**src/rtl/dmx_frame_sequencer.sv**
```systemverilog
// DMX512 frame sequencer: drives BREAK, MAB, start-code slot and NUM_SLOTS channel
// slots on one serial line, fetching channel bytes from a 1-cycle-latency buffer.
module dmx_frame_sequencer #(
  parameter int CLKS_PER_BIT = 192,
  parameter int BREAK_BITS   = 25,
  parameter int MAB_BITS     = 3,
  parameter int NUM_SLOTS    = 512,
  parameter int MTBF_BITS    = 2
) (
  input  logic       sysclk,
  input  logic       reset,
  input  logic       start,
  input  logic       continuous,
  input  logic [7:0] start_code,
  output logic       rd_en,
  output logic [8:0] rd_addr,
  input  logic [7:0] rd_data,
  output logic       tx,
  output logic       busy,
  output logic       frame_done
);

  localparam int TW       = $clog2(CLKS_PER_BIT);
  localparam int MAX_A    = (BREAK_BITS > MAB_BITS) ? BREAK_BITS : MAB_BITS;
  localparam int MAX_B    = (MTBF_BITS > 11) ? MTBF_BITS : 11;
  localparam int MAX_BITS = (MAX_A > MAX_B) ? MAX_A : MAX_B;
  localparam int BW       = $clog2(MAX_BITS + 1);

  localparam logic [TW-1:0] TIMER_LAST = TW'(CLKS_PER_BIT - 1);
  localparam logic [BW-1:0] BREAK_LAST = BW'(BREAK_BITS - 1);
  localparam logic [BW-1:0] MAB_LAST   = BW'(MAB_BITS - 1);
  localparam logic [BW-1:0] MTBF_LAST  = BW'((MTBF_BITS > 0) ? MTBF_BITS - 1 : 0);
  localparam logic [BW-1:0] LAST_DATA  = BW'(8);
  localparam logic [BW-1:0] LAST_STOP  = BW'(10);
  localparam logic [9:0]    LAST_SLOT  = 10'(NUM_SLOTS);

  typedef enum logic [2:0] {
    S_IDLE,
    S_BREAK,
    S_MAB,
    S_SLOT,
    S_MTBF
  } state_e;

  state_e          state_q;
  logic [TW-1:0]   timer_q, timer_d;
  logic [BW-1:0]   bit_q;
  logic [9:0]      slot_q;
  logic [7:0]      shift_q;
  logic [7:0]      next_byte_q;
  logic [7:0]      start_code_q;
  logic            rd_pending_q;
  logic            tx_q, busy_q, frame_done_q, rd_en_q;
  logic [8:0]      rd_addr_q;

  logic            bit_wrap;
  logic            frame_end;
  logic            go_break;

  // NOTE: every signal written in always_comb gets a default first, so no path
  // can leave it unassigned and infer a latch.
  always_comb begin
    bit_wrap  = (timer_q == TIMER_LAST);
    timer_d   = '0;
    if (state_q != S_IDLE && !bit_wrap) timer_d = timer_q + 1'b1;

    frame_end = (state_q == S_SLOT) && bit_wrap && (bit_q == LAST_STOP) &&
                (slot_q == LAST_SLOT);
    go_break  = ((state_q == S_IDLE) && (start || continuous)) ||
                ((state_q == S_MTBF) && bit_wrap && (bit_q == MTBF_LAST)) ||
                (frame_end && continuous && (MTBF_BITS == 0));
  end

  // NOTE: state registers use non-blocking assignments so every flop samples
  // the pre-edge values, independent of statement order.
  always_ff @(posedge sysclk or negedge reset) begin
    if (!reset) begin
      state_q      <= S_IDLE;
      timer_q      <= '0;
      bit_q        <= '0;
      slot_q       <= '0;
      shift_q      <= '0;
      next_byte_q  <= '0;
      start_code_q <= '0;
      rd_pending_q <= 1'b0;
      tx_q         <= 1'b1;
      busy_q       <= 1'b0;
      frame_done_q <= 1'b0;
      rd_en_q      <= 1'b0;
      rd_addr_q    <= '0;
    end else begin
      timer_q      <= timer_d;
      frame_done_q <= 1'b0;
      rd_en_q      <= 1'b0;
      // Buffer data arrives the cycle after the strobe.
      rd_pending_q <= rd_en_q;
      if (rd_pending_q) next_byte_q <= rd_data;

      if (go_break) begin
        state_q      <= S_BREAK;
        bit_q        <= '0;
        tx_q         <= 1'b0;
        busy_q       <= 1'b1;
        start_code_q <= start_code;
        frame_done_q <= frame_end;
      end else if (bit_wrap) begin
        case (state_q)
          S_BREAK: begin
            if (bit_q == BREAK_LAST) begin
              state_q <= S_MAB;
              bit_q   <= '0;
              tx_q    <= 1'b1;
            end else begin
              bit_q <= bit_q + 1'b1;
            end
          end
          S_MAB: begin
            if (bit_q == MAB_LAST) begin
              state_q <= S_SLOT;
              bit_q   <= '0;
              slot_q  <= '0;
              shift_q <= start_code_q;
              tx_q    <= 1'b0;
            end else begin
              bit_q <= bit_q + 1'b1;
            end
          end
          S_SLOT: begin
            if (bit_q == LAST_STOP) begin
              bit_q <= '0;
              if (frame_end) begin
                frame_done_q <= 1'b1;
                tx_q         <= 1'b1;
                if (continuous) begin
                  state_q <= S_MTBF;
                end else begin
                  state_q <= S_IDLE;
                  busy_q  <= 1'b0;
                end
              end else begin
                slot_q  <= slot_q + 10'd1;
                shift_q <= next_byte_q;
                tx_q    <= 1'b0;
              end
            end else begin
              bit_q <= bit_q + 1'b1;
              if (bit_q < LAST_DATA) begin
                tx_q    <= shift_q[0];
                shift_q <= {1'b0, shift_q[7:1]};
              end else begin
                tx_q <= 1'b1;
              end
              // Entering the first stop bit: prefetch the byte for the next slot.
              if (bit_q == LAST_DATA && slot_q < LAST_SLOT) begin
                rd_en_q   <= 1'b1;
                rd_addr_q <= slot_q[8:0];
              end
            end
          end
          S_MTBF: bit_q <= bit_q + 1'b1;
          default: begin
            state_q <= S_IDLE;
            busy_q  <= 1'b0;
            tx_q    <= 1'b1;
          end
        endcase
      end
    end
  end

  assign tx         = tx_q;
  assign busy       = busy_q;
  assign frame_done = frame_done_q;
  assign rd_en      = rd_en_q;
  assign rd_addr    = rd_addr_q;

endmodule

```
**config.mk**
```make
export PLATFORM = sky130hd
export DESIGN_NAME = dmx_frame_sequencer
export DESIGN_NICKNAME = d
export VERILOG_FILES = /design/src/rtl/dmx_frame_sequencer.sv
export SDC_FILE = /design/constraint.sdc
export NUM_CORES = 1
export LEC_CHECK = 0
export ABC_AREA = 1
export BUFFER_PORTS_ARGS = -buffer_cell sky130_fd_sc_hd__buf_2
export CAP_MARGIN = 20
export CORE_MARGIN = 10
export CORE_UTILIZATION = 45
export DETAILED_ROUTE_END_ITERATION = 10
export PLACE_DENSITY = 0.72
export RECOVER_POWER = 25
export REMOVE_ABC_BUFFERS = 1
export SLEW_MARGIN = 20
export SYNTH_ARGS = -nofsm -noshare
export SYNTH_HDL_FRONTEND = slang
export SYNTH_SLANG_ARGS = --single-unit
```
**constraint.sdc**
```tcl
create_clock -name sysclk -period 2.1 [get_ports sysclk]
set_input_delay 0.21 -clock sysclk [delete_from_list [all_inputs] [get_ports sysclk]]
set_output_delay 0.21 -clock sysclk [all_outputs]
set_load 0.005 [all_outputs]
```
==> results of run 1 <==
registers in the layout, summed over array words and instances, names as in the netlist:
signal / count
state_q: 3
tx: 1
timer_q: 8
busy: 1
rd_addr: 9
shift_q: 8
slot_q: 10
next_byte_q: 8
rd_pending_q: 1
rd_en: 1
start_code_q: 8
bit_q: 5
frame_done: 1
cells by family (layout without fill, tap and decap cells):
logic type | after synthesis | after routing
AO/OA/AOI/OAI | 42 | 42
XOR/XNOR | 7 | 7
adder cells (fa/ha/maj) | 7 | 7
buffers and inverters | 61 | 106
flip-flops | 64 | 64
multiplexers | 5 | 5
AND/OR/NAND/NOR | 271 | 271
power by group through the flow:
stage	combinational (mW)	sequential [mW]	clock (mW)
detailed placement	0.0671	1.27	0
global route	0.0784	1.24	1.25
finish	0.0657	1.24	1.17
floorplan	0.0167	1.27	0
CTS	0.0689	1.24	1.19
global placement	0.0653	1.27	0
worst max path at each step:
stage | from | to | slack, ns | cells past startpoint
after global placement | bit_q[0] | shift_q[7] | 0.26 | 13
after CTS | bit_q[0] | shift_q[7] | 0.15 | 13
final | bit_q[0] | shift_q[7] | 0.16 | 13
after detailed placement | bit_q[0] | shift_q[1] | 0.18 | 13
after floorplan | bit_q[0] | slot_q[9] | 0.31 | 11
after global routing | bit_q[0] | slot_q[6] | 0.009 | 11
timing repair:
action / in CTS / in global routing
endpoints found under the hold margin: 23 / 0
hold buffers: 1 / 0
setup buffers: 0 / 0
gates resized for setup: 0 / 0
cell usage after synthesis:
library cell               count
sky130_fd_sc_hd__a21boi_4      1
sky130_fd_sc_hd__a21oi_1      10
sky130_fd_sc_hd__a21oi_2       3
sky130_fd_sc_hd__a22oi_1       1
sky130_fd_sc_hd__buf_2         5
sky130_fd_sc_hd__buf_4         1
sky130_fd_sc_hd__buf_6         1
sky130_fd_sc_hd__buf_8         1
sky130_fd_sc_hd__clkbuf_1      1
sky130_fd_sc_hd__dfrtp_1      63
sky130_fd_sc_hd__dfstp_2       1
sky130_fd_sc_hd__ha_1          7
sky130_fd_sc_hd__inv_1        47
sky130_fd_sc_hd__inv_2         5
sky130_fd_sc_hd__mux2_2        5
sky130_fd_sc_hd__nand2_1     146
sky130_fd_sc_hd__nand2_2      12
sky130_fd_sc_hd__nand2_4       3
sky130_fd_sc_hd__nand3_1      30
sky130_fd_sc_hd__nand3_4       1
sky130_fd_sc_hd__nand3b_1      4
sky130_fd_sc_hd__nand4_1       3
sky130_fd_sc_hd__nor2_1       45
sky130_fd_sc_hd__nor2_2        5
sky130_fd_sc_hd__nor2_4        4
sky130_fd_sc_hd__nor2_8        2
sky130_fd_sc_hd__nor3_1        9
sky130_fd_sc_hd__nor3_2        1
sky130_fd_sc_hd__nor3_4        1
sky130_fd_sc_hd__nor3b_1       3
sky130_fd_sc_hd__o21ai_0      12
sky130_fd_sc_hd__o21ai_1       7
sky130_fd_sc_hd__o21ai_2       4
sky130_fd_sc_hd__o21bai_1      4
sky130_fd_sc_hd__or2_2         2
sky130_fd_sc_hd__xor2_1        7
layout make-up:
type	instances	area, sq um	area share (%)
multi-input cells	332	1730	42.4
flip-flops and latches	64	1600	39.2
repair buffers	38	213	5.20
inverters	52	195	4.77
well taps	102	128	3.12
clock buffers	9	124	3.03
clock inverters	7	96.3	2.35
metrics by stage:
stage | utilization [%] | cells | setup slack (ns) | power, mW | instance area (sq um)
3_3_place_gp | 49.8 | 587 | 0.259 | 1.33 | 3870
4_1_cts | 52.8 | 604 | 0.153 | 2.50 | 4100
2_1_floorplan | - | 448 | 0.313 | 1.28 | 3530
5_1_grt | 52.7 | 604 | 0.00894 | 2.58 | 4090
6_report | 52.7 | 604 | 0.165 | 2.48 | 4090
3_5_place_dp | 49.8 | 587 | 0.177 | 1.34 | 3870
critical path, stage by stage (launching register included):
cell and delay (ns):
sky130_fd_sc_hd__dfrtp_1 0.43, sky130_fd_sc_hd__inv_1 0.12, sky130_fd_sc_hd__ha_1 0.19, sky130_fd_sc_hd__inv_1 0.07, sky130_fd_sc_hd__nor2_1 0.15, sky130_fd_sc_hd__nand2_2 0.13, sky130_fd_sc_hd__nor2_8 0.15, sky130_fd_sc_hd__nand2_2 0.08
sky130_fd_sc_hd__nor2_4 0.13, sky130_fd_sc_hd__nor2_4 0.08, sky130_fd_sc_hd__nand2_4 0.15, sky130_fd_sc_hd__nand2_1 0.07, sky130_fd_sc_hd__nand2_1 0.06, sky130_fd_sc_hd__inv_1 0.04
per-layer routing:
layer	track usage (%)	up-vias
met3	3.51	8
met2	23.1	55
met5	0	-
li1	-	1513
met4	5.76	0
met1	17.6	1432
==> results.sh, run 1 <==
export IMPL_outcome="complete, no violations"
export IMPL_ys_top_cells_by_area="sky130_fd_sc_hd__dfrtp_1 (44%), sky130_fd_sc_hd__nand2_1 (15%), sky130_fd_sc_hd__inv_1 (4.9%)"
export IMPL_worstMarginPinSlew_ns=1.43
export IMPL_cts_num_sinks=64
export IMPL_power_leakage_nw=2.10
export IMPL_hold_depth=3
export IMPL_n_antenna_cell=0
export IMPL_p_per_area_nw_per_um2=607
export IMPL_final_slew_violations=0
export IMPL_num_vias=3008
export IMPL_post_route_period_util_pct=92.2
export IMPL_hold_path_startpoint="start_code[1]"
export IMPL_vias_per_cell=4.98
export IMPL_swShare_pct=22.0
export IMPL_worstReg2RegEnd="shift_q[7]"
export IMPL_top_layer="met4"
export IMPL_final_common_cell="sky130_fd_sc_hd__nand2_1"
export IMPL_synth_area_mux_share_pct=1.57
export IMPL_route_met3_wl_um=284
export IMPL_critical_path_class="register to register"
export IMPL_timing_reg2reg_setup_slack_ns=0.16
export IMPL_synth_avg_cell_area_sq_um=7.86
export IMPL_comb_power_share_pct=2.6
export IMPL_fin_setup_tns_ns=0
export IMPL_wirelength_met1_mm=3.65
export IMPL_pwr_share_clk_pct=47.2
export IMPL_die_width_um=109
export IMPL_initial_antenna_violation_count=0
export IMPL_floorplan_io_pins=33
export IMPL_max_cap_violations=0
export IMPL_setup_viol=0
export IMPL_grt_total_usage_pct=14.2
export IMPL_detail_route_antenna_nets=0
export IMPL_cp_start_kind="register"
export IMPL_clock_root_buffer="sky130_fd_sc_hd__clkbuf_8"
export IMPL_worstHoldEndpoint="start_code_q[1]"
export IMPL_grt_max_degree=41
export IMPL_grt_setup_unrepaired="false"
export IMPL_hold_viol_final=0
export IMPL_switch_pwr_uw=547
export IMPL_ffs_latches_synth=64
export IMPL_gp_routability_congestion=0.882
export IMPL_ys_seq_area_share_pct=44.6
export IMPL_post_synth_xor_area_fraction_pct=1.71
export IMPL_grt_pass1_wl_mm=13.8
export IMPL_crit_reg2reg_launch="bit_q[0]"
export IMPL_die_area_sq_um=12000
export IMPL_via_count_of_the_first_global_routing_pass=3060
export IMPL_gr_overflow_total=0
export IMPL_synth_top_area_cell="sky130_fd_sc_hd__dfrtp_1"
export IMPL_internal_power_mw=1.94
export IMPL_drive_gt1_share_pct=19.3
export IMPL_initial_core_util_pct=46.3
export IMPL_clkSlewWorstSetupHoldPaths_ns=0.08
export IMPL_hpwl_mm=5.70
export IMPL_most_frequent_cells_in_the_layout="sky130_fd_sc_hd__nand2_1 (146), sky130_fd_sc_hd__dfrtp_1 (63), sky130_fd_sc_hd__inv_1 (47)"
export IMPL_fin_nets=524
export IMPL_cts_made_buffers=9
export IMPL_htree_num_levels=3
export IMPL_max_fo_critical_path=12
export IMPL_core_area_sq_um=7770
export IMPL_ff2ff_path_depth=13
export IMPL_met2RoutedLength_mm=3.80
export IMPL_post_synth_top_area_fraction_pct=43.9
export IMPL_drt_first_pass_iters=4
export IMPL_hold_class="input pin to register"
export IMPL_synth_compound_gate_area_share_pct=7.31
export IMPL_post_route_min_period_ns=1.94
export IMPL_worstPathRequired_ns=2.35
export IMPL_port_buffer_count=32
export IMPL_worst_endpoint_arrival_ns=2.18
export IMPL_rows=32
export IMPL_ys_warnings_count=0
export IMPL_fmax_mhz=517
export IMPL_max_vdd_ir_drop_mv=0.438
export IMPL_detail_route_iter0_violations=217
export IMPL_dominant_combinational_cell_family_by_area_after_synthesis="simple AND/OR/NAND/NOR gates"
export IMPL_synth_distinct_cells=36
export IMPL_area_growth_syn_to_layout_pct=13.9
export IMPL_route_detailed_wl_per_inst_um=13.0
export IMPL_syn_cell_area_sq_um=3590
export IMPL_drcViolationCount=0
export IMPL_cts_tree="yes"
export IMPL_clock_latency_ns=0.34
export IMPL_fillCellCount=756
export IMPL_cts_buffer_depth=2
export IMPL_syn_inst=457
export IMPL_synth_simple_area_share_pct=35.2
export IMPL_synth_fa_ha_area_share_pct=2.44
export IMPL_setup_worst_path_end_class="register"
export IMPL_die_outline_height_um=109
export IMPL_seq_power_share_pct=50.1
export IMPL_slew_limit_headroom_pct=4.48
export IMPL_finClkSkew_ns=0.0118
export IMPL_routed_wl_mm=7.85
export IMPL_fin_hold_ws_ns=0.0530
(Power assumes the default switching activity.)
==> run 2, diff against run 1 <==
- BUFFER_PORTS_ARGS: -buffer_cell sky130_fd_sc_hd__buf_2 -> not set
- DONT_BUFFER_PORTS: not set -> 1
- PLACE_DENSITY: 0.72 -> 0.69
==> results.sh, run 2 (synthesis gave the netlist of run 1 again) <==
export IMPL_grt_pass1_wl_mm=13.6
export IMPL_clock_root_buffer="sky130_fd_sc_hd__clkbuf_8"
export IMPL_port_buffer_count=0
export IMPL_post_route_period_util_pct=90.7
export IMPL_dp_cells=554
export IMPL_initial_antenna_violation_count=0
export IMPL_final_common_cell="sky130_fd_sc_hd__nand2_1"
export IMPL_slew_limit_headroom_pct=7.01
export IMPL_outcome="complete, no violations"
export IMPL_max_fo_critical_path=12
export IMPL_count_of_hold_fix_buffers_inserted_at_cts=18
export IMPL_max_vdd_ir_drop_mv=0.379
export IMPL_area_growth_syn_to_layout_pct=13.3
export IMPL_grt_setup_unrepaired="false"
export IMPL_dpl_instance_area_sq_um=3690
export IMPL_slowest_stage="sky130_fd_sc_hd__dfrtp_1"
export IMPL_detail_route_antenna_nets=0
export IMPL_max_cap_violations=0
export IMPL_worst_endpoint_arrival_ns=2.15
export IMPL_setup_viol=0
export IMPL_post_cts_repair_setup_buffers=0
export IMPL_die_width_um=109
export IMPL_route_detailed_wl_per_inst_um=13.4
export IMPL_cp_cell_sequence="inv_1 > ha_1 > inv_1 > nor2_1 > nand2_2 > nor2_8 > nand2_2 > nor2_4 > nor2_4 > nand2_4 > nand2_1 > nand2_1 > inv_1"
export IMPL_most_frequent_cells_in_the_layout="sky130_fd_sc_hd__nand2_1 (146), sky130_fd_sc_hd__dfrtp_1 (63), sky130_fd_sc_hd__inv_1 (47)"
export IMPL_most_frequent_cell_on_the_critical_path="sky130_fd_sc_hd__inv_1"
export IMPL_cp_start_kind="register"
export IMPL_final_slew_violations=0
export IMPL_detail_route_iter0_violations=164
export IMPL_drt_first_pass_iters=5
export IMPL_final_critical_path_setup_slack_ns=0.196
export IMPL_hold_class="input pin to register"
export IMPL_vias_per_cell=5.03
export IMPL_die_area_sq_um=12000
export IMPL_htree_num_levels=3
export IMPL_grt_max_degree=65
export IMPL_fin_nets=508
export IMPL_fin_setup_tns_ns=0
export IMPL_grt_total_usage_pct=14.2
export IMPL_post_layout_cell_count=588
export IMPL_cts_made_buffers=9
export IMPL_cp_num_buf_inv=3
export IMPL_p_per_area_nw_per_um2=593
export IMPL_clkSlewWorstSetupHoldPaths_ns=0.07
export IMPL_cts_buffer_depth=2
export IMPL_drcViolationCount=0
export IMPL_cts_num_sinks=64
export IMPL_rows=32
export IMPL_fin_total_pwr_mw=2.42
export IMPL_finClkSkew_ns=0.0139
export IMPL_num_vias=2958
export IMPL_critical_path_top_delay_family="simple AND/OR/NAND/NOR gates"
export IMPL_drive_gt1_share_pct=14.6
export IMPL_clock_latency_ns=0.35
export IMPL_worstPathRequired_ns=2.35
export IMPL_n_antenna_cell=0
export IMPL_post_route_min_period_ns=1.90
export IMPL_worstMarginPinSlew_ns=1.39
export IMPL_gr_overflow_total=0
export IMPL_power_leakage_nw=2.03
export IMPL_pre_cts_slack_ns=0.202
export IMPL_die_outline_height_um=109
export IMPL_gp_routability_congestion=0.909
export IMPL_post_cts_resize_count=0
export IMPL_timing_reg2reg_setup_slack_ns=0.20
export IMPL_critical_path_class="register to register"
export IMPL_hold_viol_final=0
export IMPL_cts_tree="yes"
export IMPL_hpwl_mm=5.55
export IMPL_setup_worst_path_end_class="register"
export IMPL_core_area_sq_um=7770
export IMPL_routed_wl_mm=7.88
export IMPL_initial_core_util_pct=46.3
export IMPL_fmax_mhz=525
export IMPL_finalInstanceArea_sq_um=4070
export IMPL_slowest_delay_ns=0.43
export IMPL_floorplan_io_pins=33
export IMPL_largest_register_by_flop_count="slot_q"
export IMPL_via_count_of_the_first_global_routing_pass=2994
export IMPL_largest_reg_flops=10
run 2: cell types whose count changed in the layout (fill, tap and decap cells not counted):
cell	before	now
sky130_fd_sc_hd__buf_2	26	1
sky130_fd_sc_hd__dlygate4sd3_1	1	17
sky130_fd_sc_hd__clkbuf_1	6	0
sky130_fd_sc_hd__clkinv_4	3	0
sky130_fd_sc_hd__clkbuf_8	9	11
sky130_fd_sc_hd__clkinvlp_4	0	2
sky130_fd_sc_hd__buf_12	1	0
sky130_fd_sc_hd__bufinv_16	2	1
run 2: through the flow:
step	utilization, %	hold slack [ns]
floorplan	-	-0.0856
global placement	47.5	-0.0828
detailed placement	47.5	-0.0814
CTS	52.7	0.109
global route	52.4	0.142
finish	52.4	0.121
run 2: metal layers:
layer,global-route usage (%),wire length [um],vias to the layer above
li1,-,-,1481
met1,17.0,3600,1401
met2,22.9,3750,70
met3,4.97,443,6
met4,5.39,88,0
met5,0,0,-
run 2: where the power goes:
group / internal, mW / switching (mW) / total [mW] / leakage, nW
sequential: 1.24 / 0.00444 / 1.24 / 0.800
clock: 0.608 / 0.493 / 1.10 / 0.101
combinational: 0.0304 / 0.0391 / 0.0695 / 1.13
run 2: area by class of cell:
class	instances	area [sq um]
clock inverters	5	55.1
fillers	751	3700
flip-flops and latches	64	1600
multi-input cells	332	1730
well taps	102	128
repair buffers	22	205
clock buffers	11	151
inverters	52	195
run 2: path summary, 6_finish.rpt:
check / end / cells after the start / start
min: state_q[2] / 4 / continuous
min in group asynchronous: timer_q[4] / 2 / reset
max: shift_q[7] / 13 / bit_q[0]
max reg2reg: shift_q[7] / 13 / bit_q[0]
min reg2reg: rd_pending_q / 0 / rd_en
max in group asynchronous: slot_q[2] / 2 / reset
run 2: worst min-delay path, stage by stage:
cell and delay (ns):
sky130_fd_sc_hd__inv_1 0.04, sky130_fd_sc_hd__nor2_1 0.05, sky130_fd_sc_hd__nand3_1 0.07, sky130_fd_sc_hd__nand2_1 0.05
